### config.mk
export PLATFORM = sky130hd
export DESIGN_NAME = univ_shift_reg
export DESIGN_NICKNAME = d
export VERILOG_FILES = /design/src/rtl/univ_shift_reg_pkg.sv /design/src/rtl/univ_shift_reg_shift_step.sv /design/src/rtl/univ_shift_reg.sv
export SDC_FILE = /design/constraint.sdc
export NUM_CORES = 1
export LEC_CHECK = 0
export ABC_AREA = 1
export CORE_ASPECT_RATIO = 1.1
export CORE_MARGIN = 1
export CORE_UTILIZATION = 40
export CTS_BUF_LIST = sky130_fd_sc_hd__clkbuf_2 sky130_fd_sc_hd__clkbuf_4 sky130_fd_sc_hd__clkbuf_8
export DETAILED_ROUTE_END_ITERATION = 10
export GPL_TIMING_DRIVEN = 1
export HOLD_SLACK_MARGIN = 0.12
export PLACE_DENSITY = 0.79
export SKIP_CTS_REPAIR_TIMING = 1
export SYNTH_ARGS = -nofsm -noshare
export SYNTH_HDL_FRONTEND = slang
export SYNTH_SLANG_ARGS = --single-unit
### constraint.sdc
create_clock -name clk -period 1.1 [get_ports clk]
set_input_delay 0.165 -clock clk [delete_from_list [all_inputs] [get_ports clk]]
set_output_delay 0.165 -clock clk [all_outputs]
set_load 0.005 [all_outputs]
### src/rtl/univ_shift_reg_pkg.sv
// Shared command encodings and FSM state for the universal shift register.
package usr_pkg;

   typedef enum logic [2:0] {
      OP_NOP  = 3'd0,
      OP_LOAD = 3'd1,
      OP_CLR  = 3'd2,
      OP_SHL  = 3'd3,
      OP_SHR  = 3'd4,
      OP_ASR  = 3'd5,
      OP_ROL  = 3'd6,
      OP_ROR  = 3'd7
   } op_e;

   typedef enum logic {
      ST_IDLE = 1'b0,
      ST_RUN  = 1'b1
   } st_e;

   // Shift and rotate ops occupy the top of the encoding space.
   function automatic logic is_shift(input op_e o);
      return o >= OP_SHL;
   endfunction

endpackage

### src/rtl/univ_shift_reg_shift_step.sv
// One-position shift/rotate of a WIDTH-bit word; bit_out is the bit leaving the word.
module shift_step
   import usr_pkg::*;
#(
   parameter int WIDTH = 8
) (
   input  op_e              op,
   input  logic             sin,
   input  logic [WIDTH-1:0] q,
   output logic [WIDTH-1:0] q_nxt,
   output logic             bit_out
);

   always_comb begin
      q_nxt   = q;
      bit_out = 1'b0;
      case (op)
         OP_SHL: begin q_nxt = {q[WIDTH-2:0], sin};        bit_out = q[WIDTH-1]; end
         OP_SHR: begin q_nxt = {sin, q[WIDTH-1:1]};        bit_out = q[0];       end
         OP_ASR: begin q_nxt = {q[WIDTH-1], q[WIDTH-1:1]}; bit_out = q[0];       end
         OP_ROL: begin q_nxt = {q[WIDTH-2:0], q[WIDTH-1]}; bit_out = q[WIDTH-1]; end
         OP_ROR: begin q_nxt = {q[0], q[WIDTH-1:1]};       bit_out = q[0];       end
         default: ;
      endcase
   end

endmodule

### src/rtl/univ_shift_reg.sv
// Universal register: load/clear/shift/rotate with VALID/READY commands and a DONE pulse.
// Define SHIFT_FAST_EN for the single-cycle barrel build; default is one bit per clock.
module univ_shift_reg
   import usr_pkg::*;
#(
   parameter int WIDTH = 8,
   parameter int AW    = $clog2(WIDTH+1)
) (
   input  logic             clk,
   input  logic             rst_n,
   input  logic [WIDTH-1:0] d,
   input  logic             sin,
   input  logic [2:0]       op,
   input  logic [AW-1:0]    amt,
   input  logic             valid,
   output logic             ready,
   output logic [WIDTH-1:0] q,
   output logic [WIDTH-1:0] nq,
   output logic             sout,
   output logic             done,
   output logic             zero
);

   logic [WIDTH-1:0] q_r;
   logic             sout_r;
   logic             done_r;
   logic [AW-1:0]    amt_clamp;
   op_e              op_in;

   assign op_in     = op_e'(op);
   assign amt_clamp = (amt > AW'(WIDTH)) ? AW'(WIDTH) : amt;

   assign q    = q_r;
   assign nq   = ~q_r;
   assign sout = sout_r;
   assign done = done_r;
   assign zero = (q_r == '0);

`ifdef SHIFT_FAST_EN
   // Chain of WIDTH single steps; tap k holds the result of a k-position op.
   logic [WIDTH:0][WIDTH-1:0] chain_q;
   logic [WIDTH:1]            chain_out;

   assign chain_q[0] = q_r;
   assign ready      = 1'b1;

   for (genvar i = 0; i < WIDTH; i++) begin : g_chain
      shift_step #(.WIDTH(WIDTH)) u_step (
         .op      (op_in),
         .sin     (sin),
         .q       (chain_q[i]),
         .q_nxt   (chain_q[i+1]),
         .bit_out (chain_out[i+1])
      );
   end

   always_ff @(posedge clk or negedge rst_n) begin
      if (!rst_n) begin
         q_r    <= '0;
         sout_r <= 1'b0;
         done_r <= 1'b0;
      end else begin
         done_r <= valid;
         if (valid) begin
            case (op_in)
               OP_LOAD: q_r <= d;
               OP_CLR:  q_r <= '0;
               default: if (is_shift(op_in) && amt_clamp != '0) begin
                  q_r    <= chain_q[amt_clamp];
                  sout_r <= chain_out[amt_clamp];
               end
            endcase
         end
      end
   end
`else
   st_e              state;
   op_e              op_r;
   logic [AW-1:0]    cnt;
   logic [WIDTH-1:0] step_q;
   logic             step_out;

   assign ready = (state == ST_IDLE);

   shift_step #(.WIDTH(WIDTH)) u_step (
      .op      (op_r),
      .sin     (sin),
      .q       (q_r),
      .q_nxt   (step_q),
      .bit_out (step_out)
   );

   always_ff @(posedge clk or negedge rst_n) begin
      if (!rst_n) begin
         q_r    <= '0;
         sout_r <= 1'b0;
         done_r <= 1'b0;
         state  <= ST_IDLE;
         op_r   <= OP_NOP;
         cnt    <= '0;
      end else begin
         done_r <= 1'b0;
         case (state)
            ST_IDLE: if (valid) begin
               case (op_in)
                  OP_LOAD: begin q_r <= d;  done_r <= 1'b1; end
                  OP_CLR:  begin q_r <= '0; done_r <= 1'b1; end
                  default: if (is_shift(op_in) && amt_clamp != '0) begin
                     op_r  <= op_in;
                     cnt   <= amt_clamp;
                     state <= ST_RUN;
                  end else begin
                     done_r <= 1'b1;
                  end
               endcase
            end
            ST_RUN: begin
               // Commands presented while running are dropped, not queued.
               q_r    <= step_q;
               sout_r <= step_out;
               cnt    <= cnt - 1'b1;
               if (cnt == AW'(1)) begin
                  state  <= ST_IDLE;
                  done_r <= 1'b1;
               end
            end
            default: state <= ST_IDLE;
         endcase
      end
   end
`endif

endmodule

==> results.toml, run 1 <==
[floorplanning]
die_h_um = 60.3
rows = 20
start_util_pct = 43.3
ioPinCount = 39
core_area_sq_um = 2850
dieWidth_um = 55.0
die_area_sq_um = 3310

[yosys]
yosysMostFrequentCell = "nand2_1"
yosysUniqueCellTypes = 27
synthArstFlopShare_pct = 100
synth_compound_area_share_pct = 7.70
synthMuxAreaShare_pct = 0
synthAdderAreaFrac_pct = 2.03
syn_area_per_cell_sq_um = 6.86
synth_top_family_by_area = "simple AND/OR/NAND/NOR gates"
synth-edff-count = 0
synth_top_area_share_pct = 36.5
synth_warnings = 0
synth_area_leaders = "dfrtp_1 36%, nand2_1 21%, nand3_1 6.1%, inv_1 5.5%, nor2_1 3.3%"
ys_ff_latch = 18
synth-xor-area-share_pct = 0.709
postSynthCellCount = 180
ys_dominant_reg_cell = "dfrtp_1"
ys_seq_area_share_pct = 36.5
synthTopCellsByCount = "70 x nand2_1, 18 x dfrtp_1, 18 x inv_1"
syn-num-nets = 201
yosys.area.top_type = "dfrtp_1"
synthSimpleGateAreaFrac_pct = 41.9
synthesis.area_sq_um = 1230

[global_routing]
busiest_layer = "met2"
antenna_found_initial = 0
grt_pass1_wl_um = 5380
grt_use_met2_pct = 35.5
use_met3_pct = 2.29
first_global_vias = 1258
grt_usage_pct = 22.9
grt.overflow.total = 0
grt_max_degree = 19
use_met1_pct = 32.0

[sta]
rsz0062_at_grt = "true"
skew_ns = 0.00773
max_slew_margin_pct = 78.8
max_freq_mhz = 712
maxSlewViolCount = 0
finalHoldViolCount = 0
finalWorstSetupSlack_ns = -0.304
fin_crit_ns = 1.40
setup_viol = 35
worst_pin_slew_ns = 0.318
fin_crit_sh_pct = 128
tns_ns = -3.12

[drt]
first_pass_iters = 5
drc = 0
wl_per_cell_um = 14.7
ant_nets = 0
drt_iter0_drc = 71
wirelength_um = 4360
routed_via_density = 5.20
vias = 1545

[setup_path]
cp_top_family = "flip-flops"
crit_path_end_kind = "output pin"
required_ns = 0.94
cp_max_fo = 2
crit_chain = "buf_6, inv_4, nand4_1, nor2_1, buf_2"
crit_path_max_incr_delay_ns = 0.42
r2r_cells = 8
cp_num_buf_inv = 3
crit_cells = 5
cp.arrival_ns = 1.24
start_kind = "register"
path_class = "register to output pin"
slowest_stage = "dfrtp_1"

[clock_tree]
cts_made_buffers = 3
htree_levels = 1
clock_latency_ns = 0.32
clock_sinks = 18
cts.clk_slew.worst_paths_ns = 0.12
cts_tree = "done"
ctsLongestPathBuffers = 2
cts_root_buffer = "clkbuf_4"

[final_layout]
finalInstanceArea_sq_um = 2290
syn2layout_area_growth_pct = 85.7
multi_input_area_sq_um = 801
layout-drive-gt1-share_pct = 47.7
nets = 286
diodes = 0
n_fill_cell = 169
register_area_sq_um = 454
post-route-util_pct = 80.4
fin_cells = 297

[power]
p_per_area_nw_per_um2 = 3070
ir_drop_mv = 2.39
finalPower_uw = 7050
p_leak_uw = 0.00126

[run]
maxCapViolCount = 0

[place]
dpl.hpwl_um = 2600
gp_congestion = 0.919
placedInstanceArea_sq_um = 1890
numPortBuffers = 38
dp_cells = 279

[status]
violations = "negative setup slack"
outcome = "finished, violations left"

[hold_path]
hold_path_class = "input port to register"
whs_path_depth = 3
[sequential cells by signal (all words and copies together) (netlist names)]
| register | flops |
|---|---|
| state | 1 |
| op_r | 3 |
| done | 1 |
| sout | 1 |
| q | 8 |
| cnt | 4 |
[tightest hold or removal path, cell delays in order]
cell and delay (ns):
dlymetal6s2s_1 0.15, nand2_1 0.06, o21ai_0 0.07
[cells in the final DEF (no fill, tap or decap), types with 6 or more instances in the layout]
master           count
nand2_4              6
dlymetal6s2s_1      11
nand2_1             53
nor2_1               9
buf_4               24
nand2_2             15
clkdlybuf4s50_1     11
inv_2               10
inv_1                8
inv_4                6
dfrtp_1             15
buf_6               28
nand3_1             11
o21ai_1              8
[stage by stage]
step | setup slack, ns | hold WS [ns]
5_1_grt | -0.333 | 0.192
3_3_place_gp | -0.339 | 0.476
4_1_cts | -0.608 | 0.185
2_1_floorplan | 0.0308 | -0.131
6_report | -0.304 | 0.164
3_5_place_dp | -0.364 | 0.508
[final cells by class]
| cell class | count | area share, % |
|---|---|---|
| clock buffers | 4 | 1.58 |
| well taps | 33 | 1.80 |
| multi-input cells | 133 | 34.9 |
| inverters | 26 | 5.56 |
| repair buffers | 83 | 36.3 |
| flip-flops and latches | 18 | 19.8 |
[per-layer routing]
metal,vias to the layer above,routed length (um)
met5,-,0
met4,0,71
met3,13,284
met2,71,2230
met1,722,1780
li1,739,-
[logic make-up (layout without fill, tap and decap cells)]
kind of cell    after synthesis  after routing
compound gates               18             18
fa+ha+maj                     2              2
flops                        18             18
buf+inv                      29            113
xor+xnor                      1              1
simple gates                112            112
[where the power goes]
part	total (uW)	switching, uW	internal [uW]
clock network	446	244	203
logic	5250	2560	2690
registers	1350	356	997
total	7050	3160	3890
[final timing paths]
| kind | from | end | slack, ns |
|---|---|---|---|
| setup / recovery | q[4]$_DFFE_PN0P_ | zero | -0.30 |
| hold / removal | op[2] | op_r[2]$_DFFE_PN0P_ | 0.16 |
| setup reg to reg | op_r[1]$_DFFE_PN0P_ | q[7]$_DFFE_PN0P_ | -0.20 |
| hold reg to reg | cnt[3]$_DFFE_PN0P_ | cnt[3]$_DFFE_PN0P_ | 0.54 |
| max in group asynchronous | rst_n | op_r[1]$_DFFE_PN0P_ | 0.70 |
| min in group asynchronous | rst_n | sout$_DFFE_PN0P_ | 0.17 |
Power figures use the tool's default switching activity.
==> run 2, diff against run 1 <==
ABC_AREA = 0   (was 1)
PLACE_DENSITY = 0.81   (was 0.79)
==> results.toml, run 2 <==
[setup_path]
setup.worst_path.start = "q[5]$_DFFE_PN0P_"
path_class = "register to output pin"
crit_path_end_kind = "output pin"
r2r_slack_ns = -0.30
start_kind = "register"
required_ns = 0.94
r2r-end = "q[2]$_DFFE_PN0P_"
cp_max_fo = 2
r2r-start = "state$_DFF_PN0_"
cp.arrival_ns = 1.24
r2r_cells = 7

[drt]
drt_iter0_drc = 26
first_pass_iters = 4
ant_nets = 0
routed_via_density = 5.70
vias = 1362
drc = 0
wl_per_cell_um = 17.6
wirelength_um = 4210

[sta]
rsz0062_at_grt = "true"
maxSlewViolCount = 0
skew_ns = 0.00850
worst_pin_slew_ns = 0.344
fin_crit_ns = 1.41
tns_ns = -4.62
max_slew_margin_pct = 77.0
fin_crit_sh_pct = 128
max_freq_mhz = 711
setup_viol = 36
finalWorstSetupSlack_ns = -0.306
finalHoldViolCount = 0

[yosys]
synth_area_leaders = "dfrtp_1 40%, a21oi_1 6.1%, a31oi_1 4.4%, nor2_1 4.0%, inv_1 3.6%"
synthesis.area_sq_um = 1140
synth_warnings = 0
syn-num-nets = 150
ys_ff_latch = 18
synthArstFlopShare_pct = 100
yosysMostFrequentCell = "dfrtp_1"
synth_top_area_share_pct = 39.5
postSynthCellCount = 129
yosys.area.top_type = "dfrtp_1"
synth-edff-count = 0
ys_seq_area_share_pct = 39.5
ys_dominant_reg_cell = "dfrtp_1"
synthTopCellsByCount = "18 x dfrtp_1, 14 x a21oi_1, 12 x nor2_1"
yosysUniqueCellTypes = 37
syn_area_per_cell_sq_um = 8.84

[status]
violations = "negative setup slack"
outcome = "finished, violations left"

[floorplanning]
die_area_sq_um = 3070
ioPinCount = 39
die_h_um = 58.0
rows = 19
start_util_pct = 44.0
dieWidth_um = 52.9
core_area_sq_um = 2590

[run]
maxCapViolCount = 0

[global_routing]
antenna_found_initial = 0
grt.overflow.total = 0
first_global_vias = 1447
grt_usage_pct = 26.7
grt_max_degree = 19
grt_pass1_wl_um = 6040

[place]
numPortBuffers = 38
gp_congestion = 0.808
dpl.hpwl_um = 2750
placedInstanceArea_sq_um = 1870
place_ws_ns = -0.813

[clock_tree]
cts_tree = "done"
cts_root_buffer = "clkbuf_4"
htree_levels = 1
clock_sinks = 18
cts.clk_slew.worst_paths_ns = 0.12
cts_made_buffers = 3
ctsLongestPathBuffers = 2
clock_latency_ns = 0.33

[power]
p_per_area_nw_per_um2 = 2960
p_leak_uw = 0.00105
finalPower_uw = 6060
ir_drop_mv = 2.17

[final_layout]
diodes = 0
finalInstanceArea_sq_um = 2050
layout_common_cells = "28 x buf_6, 23 x buf_4, 17 x dfrtp_1, 13 x a21oi_1, 12 x nor2_1"
mostFrequentLayoutCell = "buf_6"
post-route-util_pct = 79.0
layout-drive-gt1-share_pct = 44.7
syn2layout_area_growth_pct = 79.7
largest_reg_flops = 8
nets = 230

[hold_path]
hold_path_class = "input port to asynchronous set/reset pin"
## run 2: changes by cell type in the layout (fill, tap and decap cells not counted), sizes merged, moves of 3 or more
| cell | previous run | this run |
|---|---|---|
| inv | 26 | 11 |
| buf | 56 | 53 |
| a31oi | 2 | 8 |
| and3 | 0 | 6 |
| nand3 | 17 | 3 |
| a21oi | 2 | 15 |
| a221oi | 0 | 4 |
| o21ai | 13 | 8 |
| clkbuf | 9 | 14 |
| mux2 | 0 | 3 |
| nand2 | 75 | 7 |
## run 2: how the worst max path moves through the flow
stage | to | slack, ns | depth (start not counted)
after detailed placement | op_r[2]$_DFFE_PN0P_ | -0.81 | 5
after floorplan | q[0]$_DFFE_PN0P_ | -0.27 | 5
after CTS | zero | -0.56 | 4
after global routing | q[6]$_DFFE_PN0P_ | -0.39 | 7
after global placement | op_r[1]$_DFFE_PN0P_ | -0.74 | 5
final | zero | -0.31 | 5
## run 2: final cells by class
type | count | area [sq um]
clock buffers | 4 | 36.3
inverters | 11 | 51.3
fillers | 168 | 543
multi-input cells | 92 | 667
repair buffers | 83 | 803
flip-flops and latches | 18 | 452
well taps | 31 | 38.8
## run 2: cell families (layout without fill, tap and decap cells)
group / Yosys count / count (layout) / synth area share [%]
adders and majority gates: 2 / 2 / 2.20
xor gates and xnor gates: 4 / 4 / 3.07
and+or+nand+nor: 40 / 40 / 19.3
DFF: 18 / 18 / 39.5
buffers and inverters: 19 / 98 / 8.01
AOI/OAI and AO/OA: 41 / 41 / 23.2
muxes: 5 / 5 / 4.72
## run 2: report_power, final
part	total [uW]	switching, uW	internal [uW]
clock network	448	245	203
logic	4250	1880	2370
registers	1360	355	1010
total	6060	2480	3580
## run 2: per-layer routing
layer / vias up / routed length (um) / GRT usage, %
met5: - / 0 / 0
met4: 0 / 180 / 10.2
met3: 19 / 276 / 3.41
met2: 65 / 2110 / 48.5
met1: 660 / 1640 / 31.2
li1: 618 / - / -
## run 2: metrics by stage
| stage | hold slack, ns | instances |
|---|---|---|
| 3_3_place_gp | 0.518 | 229 |
| 4_1_cts | 0.200 | 233 |
| 6_report | 0.168 | 239 |
| 2_1_floorplan | -0.131 | 129 |
| 3_5_place_dp | 0.526 | 229 |
| 5_1_grt | 0.196 | 239 |
## run 2: critical path, cell delays in order (launching register included)
cell and delay [ns]:
dfrtp_1 0.42, buf_6 0.13, inv_4 0.04, nand4_1 0.09, nor2_1 0.11, clkbuf_2 0.12
==> run 3, diff against run 2 <==
PLACE_DENSITY = 0.78   (was 0.81)
clock period = 1.77 ns   (was 1.1 ns; I/O delays follow)
==> results.toml, run 3 (synthesized netlist as in run 2, its figures left out) <==
[drt]
ant_nets = 0
vias = 1194
first_pass_iters = 4
drc = 0
routed_via_density = 5.58
wirelength_um = 3140
drt_iter0_drc = 44
wl_per_cell_um = 14.6

[global_routing]
antenna_found_initial = 0
grt.overflow.total = 0
first_global_vias = 1156
grt_max_degree = 20
grt_pass1_wl_um = 5060
grt_usage_pct = 22.4

[clock_tree]
cts_tree = "done"
clock_latency_ns = 0.29
cts_made_buffers = 3
cts_root_buffer = "clkbuf_4"
cts.clk_slew.worst_paths_ns = 0.10
clock_sinks = 18
ctsLongestPathBuffers = 2
htree_levels = 1

[final_layout]
diodes = 0
fin_cells = 214
register_area_sq_um = 452
nets = 206
layout-drive-gt1-share_pct = 21.9
layout_common_cells = "37 x clkdlybuf4s50_1, 20 x buf_4, 17 x dfrtp_1, 14 x a21oi_1, 12 x nor2_1"
n_fill_cell = 222
largest_reg_flops = 8
syn2layout_area_growth_pct = 49.6
multi_input_area_sq_um = 598
mostFrequentLayoutCell = "clkdlybuf4s50_1"

[sta]
setup_viol = 0
maxSlewViolCount = 0
rsz0062_at_grt = "false"
tns_ns = 0
whs_ns = 0.298
fin_crit_sh_pct = 95.9
worst_pin_slew_ns = 0.503
finalWorstSetupSlack_ns = 0.0723
skew_ns = 0.00337
max_freq_mhz = 589
finalHoldViolCount = 0
fin_crit_ns = 1.70
max_slew_margin_pct = 66.5

[place]
gp_congestion = 0.766
numPortBuffers = 38
place_ws_ns = -0.194
dp_cells = 204
dpl.hpwl_um = 2220

[status]
outcome = "finished, final reports clean"

[power]
ir_drop_mv = 1.23
p_per_area_nw_per_um2 = 1740
finalPower_uw = 2970
p_leak_uw = 0.000762

[run]
maxCapViolCount = 0

[floorplanning]
die_area_sq_um = 3070
start_util_pct = 44.0
die_h_um = 58.0
dieWidth_um = 52.9
ioPinCount = 39
core_area_sq_um = 2590
rows = 19

[setup_path]
path_class = "register to output pin"
start_kind = "register"
required_ns = 1.50
cp.arrival_ns = 1.43
crit_path_end_kind = "output pin"
cp_max_fo = 5

[hold_path]
hold_path_class = "input port to asynchronous set/reset pin"
-- run 3: per-layer routing --
| layer | track usage, % | part of all wire [%] |
|---|---|---|
| met2 | 39.4 | 50 |
| met1 | 27.9 | 44 |
| met4 | 7.89 | 1.8 |
| met3 | 2.36 | 4.8 |
| met5 | 0 | 0 |
-- run 3: critical path, cell delays in order (launching register included) --
cell             delay [ns]
dfrtp_1                0.47
inv_2                  0.16
clkdlybuf4s50_1        0.51
-- run 3: path summary, 6_finish.rpt --
| check | slack, ns | endpoint | cells after the start | from |
|---|---|---|---|---|
| max | 0.07 | ready | 2 | state$_DFF_PN0_ |
| min | 0.30 | done$_DFF_PN0_ | 2 | rst_n |
| max reg2reg | 0.25 | q[3]$_DFFE_PN0P_ | 4 | op_r[1]$_DFFE_PN0P_ |
| min reg2reg | 0.55 | cnt[0]$_DFFE_PN0P_ | 1 | cnt[0]$_DFFE_PN0P_ |
| max in group asynchronous | 1.26 | q[7]$_DFFE_PN0P_ | 2 | rst_n |
| min in group clk | 0.53 | q[2]$_DFFE_PN0P_ | 3 | d[2] |
-- run 3: metrics by stage --
stage,util [%],area [sq um]
6_report,65.8,1710
4_1_cts,63.6,1650
2_1_floorplan,-,1140
3_3_place_gp,62.8,1630
5_1_grt,65.8,1710
3_5_place_dp,62.8,1630
-- run 3: layout make-up --
class	count	area share, %
multi-input cells	92	35.1
repair buffers	59	32.4
flip-flops and latches	18	26.5
inverters	11	2.42
well taps	31	2.27
clock buffers	3	1.32
-- run 3: report_power, final --
part | internal, uW | total, uW | switching, uW | leakage (uW)
Sequential | 627 | 866 | 239 | 0.000205
Clock | 79.2 | 203 | 124 | 0.0000138
Combinational | 1060 | 1900 | 836 | 0.000543
Total | 1770 | 2970 | 1200 | 0.000762
